==> src/rtl/ddr2ifc_txn_monitor_pkg.sv <==
// Shared definitions for the DDR2 command/data transaction monitor:
// command encodings, error codes and capture FSM states.
package ddr2ifc_txn_monitor_pkg;

   // {cs_n, ras_n, cas_n, we_n}
   localparam logic [3:0] CMD_ACT = 4'b0011;
   localparam logic [3:0] CMD_RD  = 4'b0101;
   localparam logic [3:0] CMD_WR  = 4'b0100;
   localparam logic [3:0] CMD_PRE = 4'b0010;

   typedef enum logic [2:0] {
      ERR_NONE     = 3'd0,
      ERR_CLOSED   = 3'd1,
      ERR_ACT_OPEN = 3'd2,
      ERR_TRCD     = 3'd3,
      ERR_TRP      = 3'd4,
      ERR_BUSY     = 3'd5,
      ERR_OVERFLOW = 3'd6
   } err_code_e;

   typedef enum logic [1:0] {
      CAP_IDLE     = 2'd0,
      CAP_WAIT_LAT = 2'd1,
      CAP_CAPTURE  = 2'd2
   } cap_state_e;

   function automatic logic [15:0] sat_inc16(input logic [15:0] v);
      return (v == 16'hFFFF) ? v : v + 16'd1;
   endfunction

endpackage

==> src/rtl/ddr2ifc_txn_monitor_rec_fifo.sv <==
// First-word-fall-through record FIFO; head reads as zero while empty and
// a push into a full FIFO is only accepted when a pop happens that cycle.
module ddr2ifc_rec_fifo #(
   parameter int WIDTH = 8,
   parameter int DEPTH = 8
) (
   input  logic             ck,
   input  logic             reset,
   input  logic             i_push,
   input  logic [WIDTH-1:0] i_data,
   input  logic             i_pop,
   output logic             o_valid,
   output logic [WIDTH-1:0] o_data,
   output logic             o_drop
);

   localparam int AW = $clog2(DEPTH);

   logic [WIDTH-1:0] r_mem [DEPTH];
   logic [AW-1:0]    r_wr_ptr;
   logic [AW-1:0]    r_rd_ptr;
   logic [AW:0]      r_count;

   logic w_empty;
   logic w_full;
   logic w_pop;
   logic w_wr;

   assign w_empty = (r_count == '0);
   assign w_full  = (r_count == (AW+1)'(DEPTH));
   assign w_pop   = i_pop & ~w_empty;
   assign w_wr    = i_push & (~w_full | w_pop);
   assign o_drop  = i_push & w_full & ~w_pop;
   assign o_valid = ~w_empty;
   assign o_data  = w_empty ? '0 : r_mem[r_rd_ptr];

   always_ff @(posedge ck) begin
      if (reset && w_wr) begin
         r_mem[r_wr_ptr] <= i_data;
      end
   end

   always_ff @(posedge ck) begin
      if (!reset) begin
         r_wr_ptr <= '0;
         r_rd_ptr <= '0;
         r_count  <= '0;
      end else begin
         if (w_wr) begin
            r_wr_ptr <= r_wr_ptr + 1'b1;
         end
         if (w_pop) begin
            r_rd_ptr <= r_rd_ptr + 1'b1;
         end
         case ({w_wr, w_pop})
            2'b10:   r_count <= r_count + 1'b1;
            2'b01:   r_count <= r_count - 1'b1;
            default: r_count <= r_count;
         endcase
      end
   end

endmodule

==> src/rtl/ddr2ifc_txn_monitor.sv <==
// Passive DDR2 bus monitor: tracks per-bank state, flags protocol errors and
// captures each legal RD/WR burst into a record FIFO.
module ddr2ifc_txn_monitor
   import ddr2ifc_txn_monitor_pkg::*;
#(
   parameter int DQ_W       = 16,
   parameter int BANKS      = 4,
   parameter int ROW_W      = 13,
   parameter int COL_W      = 10,
   parameter int BL         = 8,
   parameter int CL         = 4,
   parameter int T_RCD      = 3,
   parameter int T_RP       = 3,
   parameter int FIFO_DEPTH = 8,
   localparam int BA_W      = $clog2(BANKS)
) (
   input  logic                 ck,
   input  logic                 reset,
   input  logic                 cke,
   input  logic                 cs_n,
   input  logic                 ras_n,
   input  logic                 cas_n,
   input  logic                 we_n,
   input  logic [ROW_W-1:0]     addr,
   input  logic [BA_W-1:0]      ba,
   input  logic [2*DQ_W-1:0]    dq_pair,
   output logic                 rec_valid,
   input  logic                 rec_ready,
   output logic                 rec_is_wr,
   output logic [BA_W-1:0]      rec_bank,
   output logic [ROW_W-1:0]     rec_row,
   output logic [COL_W-1:0]     rec_col,
   output logic [BL*DQ_W-1:0]   rec_data,
   output logic                 err_pulse,
   output logic [2:0]           err_code,
   output logic [15:0]          err_count,
   output logic [15:0]          drop_count
);

   localparam int T_MAX  = (T_RCD > T_RP) ? T_RCD : T_RP;
   localparam int TMR_W  = (T_MAX > 2) ? $clog2(T_MAX) : 1;
   localparam int LAT_W  = $clog2(CL + 1);
   localparam int HALF   = BL / 2;
   localparam int BEAT_W = (HALF > 1) ? $clog2(HALF) : 1;
   localparam int DATA_W = BL * DQ_W;
   localparam int REC_W  = 1 + BA_W + ROW_W + COL_W + DATA_W;

   logic               r_cke_prev;
   logic [BANKS-1:0]   r_open;
   logic [ROW_W-1:0]   r_row   [BANKS];
   logic [TMR_W-1:0]   r_timer [BANKS];
   cap_state_e         r_state;
   cap_state_e         w_state_next;
   logic               r_cap_wr;
   logic [BA_W-1:0]    r_cap_bank;
   logic [ROW_W-1:0]   r_cap_row;
   logic [COL_W-1:0]   r_cap_col;
   logic [LAT_W-1:0]   r_lat;
   logic [BEAT_W-1:0]  r_beat;
   logic [DATA_W-1:0]  r_data;
   logic               r_err_pulse;
   logic [2:0]         r_err_code;
   logic [15:0]        r_err_count;
   logic [15:0]        r_drop_count;

   logic [3:0]         w_cmd;
   logic               w_cmd_en;
   logic               w_act;
   logic               w_rd;
   logic               w_wr;
   logic               w_pre;
   logic               w_rw;
   logic               w_ap;
   logic               w_open;
   logic               w_tmr_busy;
   logic               w_busy;
   logic               w_rw_ok;
   logic [LAT_W-1:0]   w_lat_load;
   err_code_e          w_err;
   logic               w_start;
   logic               w_cap_en;
   logic               w_push;
   logic               w_drop;
   logic [REC_W-1:0]   w_push_data;
   logic [REC_W-1:0]   w_head;

   assign w_cmd      = {cs_n, ras_n, cas_n, we_n};
   assign w_cmd_en   = cke & r_cke_prev;
   assign w_act      = w_cmd_en && (w_cmd == CMD_ACT);
   assign w_rd       = w_cmd_en && (w_cmd == CMD_RD);
   assign w_wr       = w_cmd_en && (w_cmd == CMD_WR);
   assign w_pre      = w_cmd_en && (w_cmd == CMD_PRE);
   assign w_rw       = w_rd | w_wr;
   assign w_ap       = addr[10];
   assign w_open     = r_open[ba];
   assign w_tmr_busy = (r_timer[ba] != '0);
   assign w_busy     = (r_state != CAP_IDLE);
   assign w_rw_ok    = w_rw & w_open & ~w_tmr_busy & ~w_busy;
   assign w_lat_load = w_rd ? LAT_W'(CL) : LAT_W'(CL - 1);

   // Checks are ordered by code so the first match is the lowest code.
   always_comb begin
      w_err = ERR_NONE;
      if (w_rw && !w_open)          w_err = ERR_CLOSED;
      else if (w_act && w_open)     w_err = ERR_ACT_OPEN;
      else if (w_rw && w_tmr_busy)  w_err = ERR_TRCD;
      else if (w_act && w_tmr_busy) w_err = ERR_TRP;
      else if (w_rw && w_busy)      w_err = ERR_BUSY;
      else if (w_drop)              w_err = ERR_OVERFLOW;
   end

   always_ff @(posedge ck) begin
      if (!reset) begin
         r_open <= '0;
         for (int b = 0; b < BANKS; b++) begin
            r_timer[b] <= '0;
            r_row[b]   <= '0;
         end
      end else begin
         for (int b = 0; b < BANKS; b++) begin
            if (r_timer[b] != '0) begin
               r_timer[b] <= r_timer[b] - 1'b1;
            end
            if (w_act && ba == BA_W'(b)) begin
               r_open[b]  <= 1'b1;
               r_row[b]   <= addr;
               r_timer[b] <= TMR_W'(T_RCD - 1);
            end else if ((w_pre && (w_ap || ba == BA_W'(b))) ||
                         (w_rw_ok && w_ap && ba == BA_W'(b))) begin
               r_open[b]  <= 1'b0;
               r_timer[b] <= TMR_W'(T_RP - 1);
            end
         end
      end
   end

   always_ff @(posedge ck) begin
      if (!reset) begin
         r_state <= CAP_IDLE;
      end else begin
         r_state <= w_state_next;
      end
   end

   // r_lat reaching 1 on this edge means the next cycle is the first capture.
   always_comb begin
      w_state_next = r_state;
      case (r_state)
         CAP_IDLE: begin
            if (w_rw_ok) begin
               w_state_next = (w_lat_load == LAT_W'(1)) ? CAP_CAPTURE : CAP_WAIT_LAT;
            end
         end
         CAP_WAIT_LAT: begin
            if (r_lat <= LAT_W'(2)) w_state_next = CAP_CAPTURE;
         end
         CAP_CAPTURE: begin
            if (r_beat == BEAT_W'(HALF - 1)) w_state_next = CAP_IDLE;
         end
         default: w_state_next = CAP_IDLE;
      endcase
   end

   always_comb begin
      w_start  = 1'b0;
      w_cap_en = 1'b0;
      w_push   = 1'b0;
      case (r_state)
         CAP_IDLE:    w_start = w_rw_ok;
         CAP_CAPTURE: begin
            w_cap_en = 1'b1;
            w_push   = (r_beat == BEAT_W'(HALF - 1));
         end
         default: ;
      endcase
   end

   always_ff @(posedge ck) begin
      if (!reset) begin
         r_cap_wr   <= 1'b0;
         r_cap_bank <= '0;
         r_cap_row  <= '0;
         r_cap_col  <= '0;
         r_lat      <= '0;
         r_beat     <= '0;
         r_data     <= '0;
      end else begin
         if (w_start) begin
            r_cap_wr   <= w_wr;
            r_cap_bank <= ba;
            r_cap_row  <= r_row[ba];
            r_cap_col  <= addr[COL_W-1:0];
            r_lat      <= w_lat_load;
            r_beat     <= '0;
         end else if (r_state == CAP_WAIT_LAT) begin
            r_lat <= r_lat - 1'b1;
         end
         if (w_cap_en) begin
            r_data[int'(r_beat)*2*DQ_W +: 2*DQ_W] <= dq_pair;
            r_beat <= r_beat + 1'b1;
         end
      end
   end

   // Last beat pair goes straight into the record instead of via r_data.
   assign w_push_data = {r_cap_wr, r_cap_bank, r_cap_row, r_cap_col,
                         dq_pair, r_data[DATA_W-2*DQ_W-1:0]};

   ddr2ifc_rec_fifo #(
      .WIDTH (REC_W),
      .DEPTH (FIFO_DEPTH)
   ) u_rec_fifo (
      .ck      (ck),
      .reset   (reset),
      .i_push  (w_push),
      .i_data  (w_push_data),
      .i_pop   (rec_ready),
      .o_valid (rec_valid),
      .o_data  (w_head),
      .o_drop  (w_drop)
   );

   assign {rec_is_wr, rec_bank, rec_row, rec_col, rec_data} = w_head;

   always_ff @(posedge ck) begin
      if (!reset) begin
         r_cke_prev   <= 1'b0;
         r_err_pulse  <= 1'b0;
         r_err_code   <= 3'd0;
         r_err_count  <= 16'd0;
         r_drop_count <= 16'd0;
      end else begin
         r_cke_prev  <= cke;
         r_err_pulse <= (w_err != ERR_NONE);
         r_err_code  <= w_err;
         if (w_err != ERR_NONE) begin
            r_err_count <= sat_inc16(r_err_count);
         end
         if (w_drop) begin
            r_drop_count <= sat_inc16(r_drop_count);
         end
      end
   end

   assign err_pulse  = r_err_pulse;
   assign err_code   = r_err_code;
   assign err_count  = r_err_count;
   assign drop_count = r_drop_count;

endmodule

==> config.mk <==
export PLATFORM = sky130hd
export DESIGN_NAME = ddr2ifc_txn_monitor
export DESIGN_NICKNAME = d
export VERILOG_FILES = /design/src/rtl/ddr2ifc_txn_monitor_pkg.sv /design/src/rtl/ddr2ifc_txn_monitor_rec_fifo.sv /design/src/rtl/ddr2ifc_txn_monitor.sv
export SDC_FILE = /design/constraint.sdc
export NUM_CORES = 1
export LEC_CHECK = 0
export BUFFER_PORTS_ARGS = -buffer_cell sky130_fd_sc_hd__buf_2
export CAP_MARGIN = 20
export CORE_ASPECT_RATIO = 2
export CORE_MARGIN = 2
export CORE_UTILIZATION = 47
export CTS_CLUSTER_SIZE = 10
export DETAILED_ROUTE_END_ITERATION = 8
export PLACE_DENSITY_LB_ADDON = 0.1
export SLEW_MARGIN = 20
export SYNTH_ARGS = -nofsm -noshare
export SYNTH_HDL_FRONTEND = slang
export SYNTH_SLANG_ARGS = --single-unit
==> constraint.sdc <==
create_clock -name ck -period 18.52 [get_ports ck]
set_clock_uncertainty 0.1 [all_clocks]
set_input_delay 0.926 -clock ck [delete_from_list [all_inputs] [get_ports ck]]
set_output_delay 0.926 -clock ck [all_outputs]
set_load 0.01 [all_outputs]
---- After elaboration in Yosys (flattened, before gate mapping) ----
Memory sizes are Yosys's and may differ from the RTL's. A register that Yosys moved wholly into a read port is not among the register bits.
Cells that the tools add are included.
storage, ports and cells
  output and inout port bits .............. 191
  bits in registers ....................... 199
  logic and storage cells ................. 237
  memories kept ........................... 3
  RAM bits ................................ 1,292
memory list
  name              depth  width  rd ports  clocked after Yosys merged registers in  wr ports  line                                source
  u_rec_fifo.r_mem  8      154    1         1                                        1         ddr2ifc_txn_monitor_rec_fifo.sv:19  logic [WIDTH-1:0] r_mem [DEPTH];
  r_row             4      13     1         1                                        4         ddr2ifc_txn_monitor.sv:50           logic [ROW_W-1:0] r_row [BANKS];
  r_timer           4      2      5         0                                        4         ddr2ifc_txn_monitor.sv:51           logic [TMR_W-1:0] r_timer [BANKS];
cells by class
  reduce and logical (&&, ||, !) cells .... 53
  mux-type cells .......................... 93
  add/subtract/negate cells ............... 13
  eq/ne operators ......................... 19
  magnitude comparators ................... 2
  bitwise operators ....................... 33
  shift-type cells ........................ 2
operator list
  cell                                                     number
  2-to-1 mux 154 bit                                       1
  bitwise mux 128 bit                                      1
  variable shift 32 x 33 -> 128 bit, first input constant  1
  indexed part select 32 x 33 -> 128 bit                   1
  2-to-1 mux 1 bit                                         55
  2-to-1 mux 13 bit                                        4
  2-to-1 mux 2 bit                                         18
  2-to-1 mux 3 bit                                         11
  negator 7 -> 33 bit                                      1
  adder 16 x 1 -> 16 bit, second input constant            2
  == test 16 bit, second input constant                    2
  nonzero test 2 bit                                       13
  logical AND 1 bit                                        23
  OR 1 bit                                                 18
  == test 2 bit, second input constant                     5
  bitwise AND 1 bit                                        8
  == test 4 x 2 -> 1 bit, second input constant            2
  == test 4 x 3 -> 1 bit, second input constant            2
  logical OR 1 bit                                         8
  case mux 4 bit (2 select lines)                          1
  subtractor 2 x 1 -> 2 bit, second input constant         4
  inverter 1 bit                                           7
  adder 3 x 1 -> 3 bit, second input constant              2
  == test 2 x 1 -> 1 bit, second input constant            3
  17 further kinds                                         22

---- Depth between registers and ports, before layout ----
  word-level depth ........................ 14
  gate-level depth with buffers ........... 11
  mapped depth without buffers ............ 11

---- Modules after synthesis ----
Synthesis repeated with hierarchy kept, for this count alone.
unflattened totals
  cell total of the unflattened synthesis .. 2,966
  area total of the unflattened synthesis .. 56,704.4 um^2
modules (own cells, without submodules)
  module               times used  area an instance (um^2)  cells an instance  seq. area each (um^2)
  ddr2ifc_rec_fifo     1           47,369.2                 2,032              37,255.7
  ddr2ifc_txn_monitor  1           9,335.2                  934                5,205.0

---- Worst setup path before layout ----
No wires, ideal clock.
  kind .................................... input port to flip-flop
  start ................................... in reset
  end ..................................... mem u_rec_fifo.r_mem[3][0] in the netlist's numbering, enable pin
  data required time ...................... 17,563 ps
  stages on the path ...................... 5
  buffers on the path ..................... 3
  path slack .............................. 5,309 ps
  data arrival time ....................... 12,254 ps
  cells stage by stage .................... clkbuf_1 clkbuf_1 clkbuf_1 nand2_1 nor3_1
on the way
  cells in the longest elaborated chain, start to end .. 3
ends and longest elaborated chain
  what                                    line                                source
  start: declaration                      ddr2ifc_txn_monitor.sv:18           input logic reset,
  logical AND 1 bit                       ddr2ifc_txn_monitor_rec_fifo.sv:38  if (reset && w_wr) begin
  2-to-1 mux 1 bit                        ddr2ifc_txn_monitor_rec_fifo.sv:38
  2-to-1 mux 1 bit (not written as such)  ddr2ifc_txn_monitor_rec_fifo.sv:39  r_mem[r_wr_ptr] <= i_data;
  end: declaration                        ddr2ifc_txn_monitor_rec_fifo.sv:19
No other way between the ends.

==> flow_metrics.env <==
export IMPL_status="finished clean"
export IMPL_nFillCells=9530
export IMPL_slew_headroom_pct=27.1
export IMPL_cts_sinks=1475
export IMPL_r2r_start="r_beat[0]$_SDFFE_PN0P_"
export IMPL_first_pass_iters=5
export IMPL_leakage_nw=19.2
export IMPL_dp_slack_ps=12830
export IMPL_seq_area_frac_synth_pct=75.0
export IMPL_met1_length_um=55700
export IMPL_clk_pin_slew_ps=60
export IMPL_gp_congestion=0.724
export IMPL_top_layer_used="met5"
export IMPL_drt_vias_per_instance=5.75
export IMPL_cap_viol_max_count=0
export IMPL_fmax_mhz=173
export IMPL_via_count=28400
export IMPL_cts_tree="yes"
export IMPL_ys_seq_elements=1475
export IMPL_antenna_found_initial=6
export IMPL_grt_total_usage_pct=21.5
export IMPL_cp_end_kind="output port"
export IMPL_syn_inst=2972
export IMPL_die_w_um=249
export IMPL_path_delay_family="buffers and inverters"
export IMPL_holdPathEnd="r_cke_prev$_SDFF_PN0_"
export IMPL_cts_setup_buffers=0
export IMPL_grt_overflow=0
export IMPL_cts_hold_buf=0
export IMPL_finalSetupViolations=0
export IMPL_syn_nets=3045
export IMPL_setup_slack_ps=12740
export IMPL_drtAntennaViolNets=0
export IMPL_synth_ff_type="edfxtp_1"
export IMPL_drt_iter0_markers=2222
export IMPL_chipHeight_um=495
export IMPL_area_growth_syn_to_layout_pct=14.0
export IMPL_min_period_ps=5780
export IMPL_post_dp_cell_area_mm2=0.0596
export IMPL_nets=3335
export IMPL_whs_path_depth=2
export IMPL_synth_top_area_share_pct=68.6
export IMPL_crit_chain="buf_12 -> buf_4 -> mux4_2 -> mux2i_1 -> nor2_1 -> buf_2"
export IMPL_critical_path_class="reg2out"
export IMPL_reg2reg_to="u_rec_fifo.r_mem[0][106]$_DFFE_PP_"
export IMPL_io_pins=246
export IMPL_drt_drc_violations_left=0
export IMPL_yosys_area_top_type="edfxtp_1"
export IMPL_max_vdd_ir_drop_mv=0.103
export IMPL_synth_edff_count=1292
export IMPL_root_buffer="clkbuf_16"
export IMPL_portBuffers=245
export IMPL_core_mm2=0.120
export IMPL_rsz0062_at_grt="no"
export IMPL_drt_wl_total_um=131000
export IMPL_cp_start_kind="flop"
export IMPL_slowest_delay_ps=980
export IMPL_synth_warnings=0
export IMPL_crit_slowest_cell="buf_4"
export IMPL_wl_met3_um=7900
export IMPL_grt_pass1_vias=30000
export IMPL_htree_num_levels=4
export IMPL_cts_buffers_inserted=165
export IMPL_period_share_pct=31.2
export IMPL_hp_class="in2reg"
export IMPL_synthArstFlopShare_pct=0
export IMPL_crit_required_ps=17490
export IMPL_hold_viol_final=0
export IMPL_ff2ff_setup_slack_ps=13730
export IMPL_r2r_cells=8
export IMPL_route_met2_wl_um=65500
export IMPL_regArea_mm2=0.0425
export IMPL_multiInputGateArea_mm2=0.0135
export IMPL_cp_max_fo=148
export IMPL_design_area_mm2=0.0645
export IMPL_post_cts_resized=0
export IMPL_drv_slew=0
export IMPL_hpwl_um=68000
export IMPL_yosysUniqueCellTypes=59
export IMPL_synthTopCellsByArea="edfxtp_1, mux4_2, dfxtp_1"
export IMPL_dieArea_mm2=0.123
export IMPL_wire_per_inst_um=26.6
export IMPL_drive_gt1_share_pct=24.5
export IMPL_synth_area_per_cell_um2=19.0
export IMPL_path_buf_inv=3
export IMPL_hold_start="cke"
export IMPL_synth_area_mm2=0.0566
export IMPL_power_total_mw=7.54
export IMPL_worstSkewPairLatency_ps=760
export IMPL_p_per_area_mw_per_mm2=117
export IMPL_clockBufferDepth=3
export IMPL_grt_max_degree=156
export IMPL_start_util_pct=47.2
export IMPL_cp_arrival_ps=4750
export IMPL_grt_pass1_wl_um=195000
export IMPL_fp_row_count=180
export IMPL_fin_setup_tns_ps=0
export IMPL_worst_pin_slew_ps=1090
cell type report:
class,instances,area share (%)
Antenna cell,3,0.0116
Tap cell,1547,3.00
Sequential cell,1475,65.9
Clock buffer,287,7.18
Inverter,22,0.136
Timing Repair Buffer,291,2.57
Multi-Input combinational cell,1307,20.9
Clock inverter,14,0.343
worst max-delay path by stage:
stage               cells after the start  slack [ps]                                end
floorplan                               5        5310   u_rec_fifo.r_mem[3][0]$_DFFE_PP_
global placement                        8       12920  u_rec_fifo.r_mem[0][12]$_DFFE_PP_
detailed placement                      8       12830  u_rec_fifo.r_mem[0][12]$_DFFE_PP_
CTS                                     6       12590                      rec_data[119]
global route                            6       12490                      rec_data[119]
finish                                  6       12740                      rec_data[119]
state kept, by name, summed over array words and instances, names as in the netlist, named ones only:
signal,count
r_open,4
r_beat,2
r_cap_wr,1
err_count,16
err_pulse,1
r_cke_prev,1
r_cap_bank,2
u_rec_fifo.r_wr_ptr,3
r_lat,3
u_rec_fifo.r_mem,1232
u_rec_fifo.r_count,4
r_cap_row,13
drop_count,16
err_code,3
r_row,52
r_state,2
u_rec_fifo.r_rd_ptr,3
r_data,96
r_cap_col,10
r_timer,8
report_power, final:
group / internal, mW / switching [mW] / total (mW)
logic: 0.391 / 0.571 / 0.962
registers: 3.59 / 0.0328 / 3.63
clock network: 1.69 / 1.26 / 2.96
cell usage after synthesis (9+ instances only):
master	n
and3_1	9
nor2_1	306
nand2b_1	18
inv_1	21
xor2_1	10
nor3_1	11
clkbuf_1	113
mux2i_1	173
edfxtp_1	1292
nand2_1	105
dfxtp_1	183
and2_1	55
xnor2_1	11
ha_1	17
o21ai_0	12
buf_1	38
buf_2	16
a21oi_1	47
mux4_2	322
nand3_1	25
a22oi_1	96
worst register-to-register path: stages (launching register included):
cell,delay [ps]
dfxtp_1,450
ha_1,210
nand3b_1,180
o21ba_2,380
nand2b_1,230
nor2_4,390
buf_4,830
buf_4,790
buf_4,810
through the flow:
| step | cells | hold slack (ps) | util [%] |
|---|---|---|---|
| CTS | 4943 | 223 | 53.8 |
| detailed placement | 4642 | 381 | 49.8 |
| global route | 4944 | 258 | 53.8 |
| finish | 4946 | 295 | 53.8 |
| floorplan | 2972 | 354 | - |
| global placement | 4642 | 368 | 49.8 |
layout by cell type (no fill, tap or decap), types with 6 or more instances in the layout:
cell and count:
dfxtp_1 180, mux2i_1 173, clkinv_8 6, o21ai_0 10, edfxtp_1 1292, nand2b_1 18, xnor2_1 11, nor3_2 6
mux4_2 322, ha_1 17, nand2_1 105, nor4_1 7, inv_1 21, nand3_1 25, a21oi_1 47, or2_2 6
a31oi_1 6, buf_12 7, clkbuf_1 120, clkbuf_16 167, a22oi_1 96, xor2_1 10, nor2_1 301, buf_2 245
and2_1 55, buf_4 39, inv_6 6, and3_1 9, a211oi_1 7
logic make-up after synthesis:
kind of cell,Yosys count,synth area share (%)
buffers and inverters,190,1.31
flip-flops,1475,75.0
AND/OR/NAND/NOR,579,4.67
multiplexers,497,15.9
AO/OA/AOI/OAI,192,2.34
adder cells (fa/ha/maj),18,0.411
XOR/XNOR,21,0.325
metal layers:
layer  vias up  global-route usage, %
met1     15000                   28.7
li1      12400                      -
met3       175                   4.64
met2       786                   36.2
met5         -                      0
met4         4                   5.30
Power figures use the tool's default switching activity.
